$ cat config.mk
export PLATFORM = sky130hd
export DESIGN_NAME = mkio_rt_tx
export DESIGN_NICKNAME = d
export VERILOG_FILES = /design/src/rtl/mkio_rt_tx.sv
export SDC_FILE = /design/constraint.sdc
export NUM_CORES = 2
export LEC_CHECK = 0
export BUFFER_PORTS_ARGS = -buffer_cell sky130_fd_sc_hd__buf_2
export CORE_MARGIN = 5
export CORE_UTILIZATION = 26
export DETAILED_ROUTE_END_ITERATION = 10
export HOLD_SLACK_MARGIN = 0.12
export SKIP_CTS_REPAIR_TIMING = 1
export SLEW_MARGIN = 15
export SYNTH_ARGS = -nofsm -noshare
export SYNTH_HDL_FRONTEND = slang
export SYNTH_SLANG_ARGS = --single-unit
$ cat constraint.sdc
create_clock -name clk -period 3.1 [get_ports clk]
set_clock_uncertainty 0.15 [all_clocks]
set_input_delay 0.155 -clock clk [delete_from_list [all_inputs] [get_ports clk]]
set_output_delay 0.155 -clock clk [all_outputs]
set_load 0.1 [all_outputs]
$ cat src/rtl/mkio_rt_tx.sv
// mkio_rt_tx: MKIO remote-terminal transmit responder.
// Answers a valid transmit command with a status word followed by words from per-subaddress buffers.
module mkio_rt_tx #(
   parameter logic [4:0] ADDRESS      = 5'd1,
   parameter int         NUM_SA       = 4,
   parameter logic [7:0] PAUSE_CYCLES = 8'd20
) (
   input  logic        clk,
   input  logic        reset,
   input  logic        start,
   input  logic [15:0] rx_data,
   input  logic        p_error,
   input  logic        sreq,
   input  logic        ss_flag,
   input  logic        t_flag,
   input  logic        dbca,
   input  logic        wr_en,
   input  logic [4:0]  wr_sa,
   input  logic [4:0]  wr_addr,
   input  logic [15:0] wr_data,
   output logic [15:0] tx_data,
   output logic        tx_cd,
   output logic        tx_valid,
   input  logic        tx_ack,
   output logic        busy,
   output logic        done,
   output logic        cmd_err
);
   localparam int AW = $clog2(NUM_SA * 32);
   localparam logic [4:0] NSA = 5'(NUM_SA);
   typedef enum logic [2:0] {IDLE, DECODE, GAP, SEND_SW, READ, SEND_DW, DONE} state_t;
   state_t      state_q, state_d;
   logic [15:0] cmd_q, cmd_d, tx_data_q, tx_data_d, rd_q;
   logic [15:0] mem [NUM_SA*32];
   logic [4:0]  sa_q, sa_d, n_q, n_d, idx_q, idx_d;
   logic [7:0]  cnt_q, cnt_d;
   logic        perr_q, perr_d, bcr_q, bcr_d, ds_q, ds_d;
   logic        tx_cd_q, tx_cd_d, tx_valid_q, tx_valid_d, busy_q, busy_d;
   logic        done_q, done_d, cmd_err_q, cmd_err_d;
   logic        sa_ok, me;
   logic [AW-1:0] wr_idx, rd_idx;
   // Mode-code subaddresses 0 and 31 get a plain status; unimplemented ones flag ME.
   assign sa_ok  = cmd_q[9:5] != 5'd0 && cmd_q[9:5] != 5'd31;
   assign me     = sa_ok && cmd_q[9:5] > NSA;
   assign wr_idx = AW'({wr_sa - 5'd1, wr_addr});
   assign rd_idx = AW'({sa_q - 5'd1, idx_q});
   always_comb begin
      state_d    = state_q;
      cmd_d      = cmd_q;
      perr_d     = perr_q;
      bcr_d      = bcr_q;
      ds_d       = ds_q;
      sa_d       = sa_q;
      n_d        = n_q;
      idx_d      = idx_q;
      cnt_d      = cnt_q;
      tx_data_d  = tx_data_q;
      tx_cd_d    = tx_cd_q;
      tx_valid_d = tx_valid_q;
      busy_d     = busy_q;
      done_d     = 1'b0;
      cmd_err_d  = 1'b0;
      if (start) begin
         state_d    = DECODE;
         cmd_d      = rx_data;
         perr_d     = p_error;
         tx_valid_d = 1'b0;
         busy_d     = 1'b1;
      end else begin
         case (state_q)
            DECODE: begin
               state_d = IDLE;
               busy_d  = 1'b0;
               if (perr_q) cmd_err_d = 1'b1;
               else if (cmd_q[15:11] == 5'd31) bcr_d = 1'b1;
               else if (cmd_q[15:11] == ADDRESS && cmd_q[10]) begin
                  state_d   = GAP;
                  busy_d    = 1'b1;
                  sa_d      = cmd_q[9:5];
                  n_d       = cmd_q[4:0] - 5'd1;
                  ds_d      = sa_ok && !me;
                  cnt_d     = PAUSE_CYCLES - 8'd2;
                  tx_data_d = {ADDRESS, me, 1'b0, sreq, 3'b000, bcr_q, 1'b0, ss_flag, dbca, t_flag};
                  tx_cd_d   = 1'b1;
               end
            end
            GAP: begin
               state_d    = cnt_q == 8'd0 ? SEND_SW : GAP;
               tx_valid_d = cnt_q == 8'd0;
               cnt_d      = cnt_q - 8'd1;
            end
            SEND_SW: if (tx_ack) begin
               tx_valid_d = 1'b0;
               bcr_d      = bcr_q & ~tx_data_q[4];
               idx_d      = 5'd0;
               state_d    = ds_q ? READ : DONE;
               done_d     = !ds_q;
               busy_d     = ds_q;
            end
            READ: state_d = SEND_DW;
            SEND_DW: if (!tx_valid_q) begin
               tx_valid_d = 1'b1;
               tx_data_d  = rd_q;
               tx_cd_d    = 1'b0;
            end else if (tx_ack) begin
               tx_valid_d = 1'b0;
               idx_d      = idx_q + 5'd1;
               state_d    = idx_q == n_q ? DONE : READ;
               done_d     = idx_q == n_q;
               busy_d     = idx_q != n_q;
            end
            DONE: state_d = IDLE;
            default: state_d = IDLE;
         endcase
      end
   end
   always_ff @(posedge clk or negedge reset) begin
      if (!reset) begin
         state_q    <= IDLE;
         cmd_q      <= '0;
         perr_q     <= 1'b0;
         bcr_q      <= 1'b0;
         ds_q       <= 1'b0;
         sa_q       <= '0;
         n_q        <= '0;
         idx_q      <= '0;
         cnt_q      <= '0;
         tx_data_q  <= '0;
         tx_cd_q    <= 1'b0;
         tx_valid_q <= 1'b0;
         busy_q     <= 1'b0;
         done_q     <= 1'b0;
         cmd_err_q  <= 1'b0;
      end else begin
         state_q    <= state_d;
         cmd_q      <= cmd_d;
         perr_q     <= perr_d;
         bcr_q      <= bcr_d;
         ds_q       <= ds_d;
         sa_q       <= sa_d;
         n_q        <= n_d;
         idx_q      <= idx_d;
         cnt_q      <= cnt_d;
         tx_data_q  <= tx_data_d;
         tx_cd_q    <= tx_cd_d;
         tx_valid_q <= tx_valid_d;
         busy_q     <= busy_d;
         done_q     <= done_d;
         cmd_err_q  <= cmd_err_d;
      end
   end
   // Buffer survives reset; a read in READ sees the old word if written the same cycle.
   always_ff @(posedge clk) begin
      if (wr_en && wr_sa != 5'd0 && wr_sa <= NSA) mem[wr_idx] <= wr_data;
      if (state_q == READ) rd_q <= mem[rd_idx];
   end
   assign tx_data  = tx_data_q;
   assign tx_cd    = tx_cd_q;
   assign tx_valid = tx_valid_q;
   assign busy     = busy_q;
   assign done     = done_q;
   assign cmd_err  = cmd_err_q;
endmodule

# After elaboration in Yosys (flattened, before gate mapping)
# Memory sizes are Yosys's and may differ from the RTL's. A register that Yosys moved wholly into a read port is not among the register bits.
# Cells that the tools add are included.
# classes
n_bitwise	5
magnitude_cmp	2
mux	56
n_reduce_logical	25
n_addsub	5
n_eq_ne	21
# op_table
cell	count
$mux W16	4
$pmux W16 S2	1
$mux W1	28
$mux W8	3
$reduce_and A5 Y1	4
$ne A2 B2 Y1 const B	8
$pmux W8 S2	1
$mux W5	3
$pmux W3 S5	1
$mux W3	4
$mux W2	5
$pmux W5 S2	1
$reduce_bool A5 Y1	2
$ne A3 B3 Y1 const B	3
$logic_not A8 Y1	1
$reduce_bool A2 Y1	4
$reduce_bool A4 Y1	2
$sub A8 B1 Y8 const B	1
$eq A3 B2 Y1 const B	2
$eq A3 B3 Y1 const B	2
$logic_and A1 B1 Y1	6
$pmux W1 S2	3
$pmux W1 S3	2
$reduce_and A6 Y1	1
17 further kinds	22
# word_totals
in_bits	52
ram_bits	2048
memories	1
elab_cells	130
reg_bits	63
# mem_list
memory	words	word_bits	read_ports	rd_ports_with_merged_regs	wr	line	text
mem	128	16	1	1	1	34	logic [15:0] mem [NUM_SA*32];

# Longest topological paths before layout
# logic_depth
word_depth	7
ltp_mapped	11
depth_no_buf	7

# Least setup slack after synthesis
# Ideal clock, no wire load.
# synth_timing
kind	register to register
from	register idx_q[0]
to	register rd_q[3], read port of mem (data pin)
setup_ps	272
path_buffers	3
path_stages_with_launch	8
required_ps	2678
path_slack_ps	331
arrival_time_ps	2347
path_cell_list	dfrtp_1 buf_6 buf_2 buf_2 mux4_2 a211oi_1 a211oi_1 or4_1
# synth_rtl
item	line	text
start: declaration	35	logic [4:0] sa_q, sa_d, n_q, n_d, idx_q, idx_d;
start signal: assignment	142	idx_q <= idx_d;
end: declaration	33	logic [15:0] cmd_q, cmd_d, tx_data_q, tx_data_d, rd_q;

==> qor.yml <==
drt:
  drtIter0Drc: 4992
  antenna_left: 0
  first_pass_iters: 6
  routed-via-count: 43120
  post_drt_wl_per_cell_um: 25.66
  post_drt_via_cell_ratio: 4.820
  route.detailed.drc: 0
  wirelength_um: 229600
global_routing:
  grt_pass1_wl_um: 324000
  grt_pass1_vias: 42670
  grt_util_all_layers_pct: 13.63
  antenna_found_initial: 14
  grt_start_max_net_pins: 129
  overflow: 0
timing:
  holdWs_ps: 192.4
  rsz0062_at_grt: "yes"
  finalHoldViolCount: 0
  period_share_pct: 101.4
  worstMarginPinSlew_ps: 921.8
  setup_slack_ps: -43.77
  fin_crit_ps: 3144
  max_freq_mhz: 318.1
  setup_violations: 6
  slew_violations: 0
  relSlewSlack_pct: 38.55
yosys:
  netlist_area_um2: 82170
  seq_area_frac_synth_pct: 77.34
  ys_types: 65
  syn-num-nets: 3958
  yosys_register_bits: 2127
  avgSynthCellArea_um2: 21.06
  synth_top_flop_cell: "edfxtp_1"
  yosys-top-cells-area: "edfxtp_1, mux4_2, mux2i_1, dfrtp_1, nor2_1"
  synth.largest_area_cell: "edfxtp_1"
  synth_cells: 3901
  netlist.area_leader.share_pct: 75.43
  ys_warn_count: 0
  synth-edff-count: 2064
  async_reset_ff_share_pct: 2.962
cts:
  clk_latency_ps: 870
  numClockSinks: 2127
  cts_tree: "done"
  cts_made_buffers: 205
  clkTransAtPathRegs_ps: 70
  cts_buffer_depth: 3
  htreeDepth: 4
  ctsRootBufferMaster: "clkbuf_16"
layout:
  final_area_um2: 99930
  area_growth_pct: 21.60
  multiInputGateArea_um2: 17640
  regArea_um2: 63570
  layout_commonest_cell: "edfxtp_1"
  final_nets: 4668
  fillCellCount: 29990
  drive_gt1_share_pct: 30.53
  final_cell_mix: "edfxtp_1, buf_4, mux4_2"
pwr:
  leakage_uw: 0.03117
  powerDensity_nw_per_um2: 580.1
  peakVddDrop_mv: 0.5810
  p_total_uw: 57970
die:
  dieHeight_um: 572.2
  die_x_um: 572.2
  io_pins: 73
  rows: 206
  start_util_pct: 26.09
  dieArea_um2: 327400
  core-area_um2: 315000
worst_hold_path:
  whs_path_depth: 3
  min_from: "wr_sa[1]"
  hold_class: "in -> reg"
  min_to: "mem[66][5]"
placed_design:
  placed_area_um2: 91670
  hpwl_um: 145400
  pre_cts_slack_ps: -284.4
  routabilityCongestion: 0.8537
  io_buffer_count: 72
worst_setup_path:
  regToRegEndpoint: "rd_q[7]"
  cp-end-kind: "flop"
  crit_start: "idx_q[0]"
  path_class: "reg -> reg"
  worstReg2RegStart: "idx_q[0]"
  r2r_slack_ps: -40
  cp.required_ps: 3530
  r2r_cells: 10
  worstPathArrival_ps: 3570
  crit_fanout: 8
  crit_path_start_kind: "flop"
outcome:
  violations: "negative setup slack"
  status: "finished, violations left"
job:
  cap_violations: 0
## worst max-delay path, stage by stage (launching register included)
cell	delay [ps]
dfrtp_4	410
buf_12	180
buf_12	170
buf_4	140
mux4_2	510
a22o_1	200
a211oi_2	240
buf_4	170
a21oi_1	90
buf_4	240
a221o_1	350
## final cells by class
cell class	instances	area share, %
flip-flops and latches	2127	63.62
multi-input cells	1530	17.65
repair buffers	725	6.803
clock buffers	247	5.334
well taps	4160	5.209
clock inverters	128	1.283
inverters	22	0.08514
diodes	7	0.01753
## synth_stat cells, types with 6 or more instances
library cell / n
o22ai_1: 43
mux2_2: 36
a21oi_1: 40
xnor2_1: 6
inv_1: 21
a31o_2: 6
a31oi_1: 15
edfxtp_1: 2064
buf_6: 19
nand4_1: 14
or3_1: 6
buf_1: 22
o211ai_1: 8
a22o_1: 34
a221oi_1: 23
xor2_1: 8
nor2_1: 168
nand3_1: 22
dfrtp_1: 63
a22oi_1: 56
buf_2: 44
o21ai_0: 45
nand2b_1: 12
clkbuf_1: 93
a211o_1: 32
buf_4: 43
nor2b_1: 15
o221ai_1: 50
mux4_2: 423
nand2_1: 119
a211oi_1: 60
nand3b_1: 6
mux2i_1: 221
## metrics by stage
| step | std cells | setup TNS (ps) | util, % |
|---|---|---|---|
| 2_1_floorplan | 3901 | 0 | - |
| 6_report | 8946 | -162.6 | 31.73 |
| 5_1_grt | 8941 | -704.2 | 31.72 |
| 4_1_cts | 8815 | -2984 | 31.21 |
| 3_5_place_dp | 8440 | -2861 | 29.11 |
| 3_3_place_gp | 8440 | -2864 | 29.11 |
## per-layer routing
metal / part of all wire (%) / vias up / track usage, %
met2: 46 / 1947 / 21.30
met5: 0.017 / - / 0
met1: 41 / 22990 / 18.52
met3: 9.2 / 394 / 3.478
li1: - / 17780 / -
met4: 3.5 / 6 / 4.585
## registers in the layout, summed over array words and instances, names as in the netlist, 2 cells and up
register,cells
mem,2048
rd_q,16
n_q,5
sa_q,2
idx_q,5
cmd_q,16
tx_data,16
cnt_q,8
state_q,3
## how the worst max path moves through the flow
stage,end,slack [ps],cells past startpoint
after floorplan,rd_q[3],330,7
after global placement,rd_q[14],-280,6
after detailed placement,rd_q[14],-280,6
after CTS,rd_q[14],-310,6
after global routing,rd_q[4],-100,9
final,rd_q[7],-40,10
## cell families after synthesis
kind of cell | Yosys count | share of synthesized area (%)
buffers and inverters | 244 | 1.571
AOI/OAI and AO/OA | 437 | 3.932
adders and majority gates | 5 | 0.07613
and+or+nand+nor | 392 | 2.116
muxes | 682 | 14.81
xor gates and xnor gates | 14 | 0.1492
DFF | 2127 | 77.34
## power by group
part           total (uW)  switching (uW)  internal, uW  leakage [uW]
Clock               24700           10900         13800       0.00321
Sequential          31700            95.9         31600        0.0193
Combinational        1540            1140           401       0.00867
(Power assumes the default switching activity.)
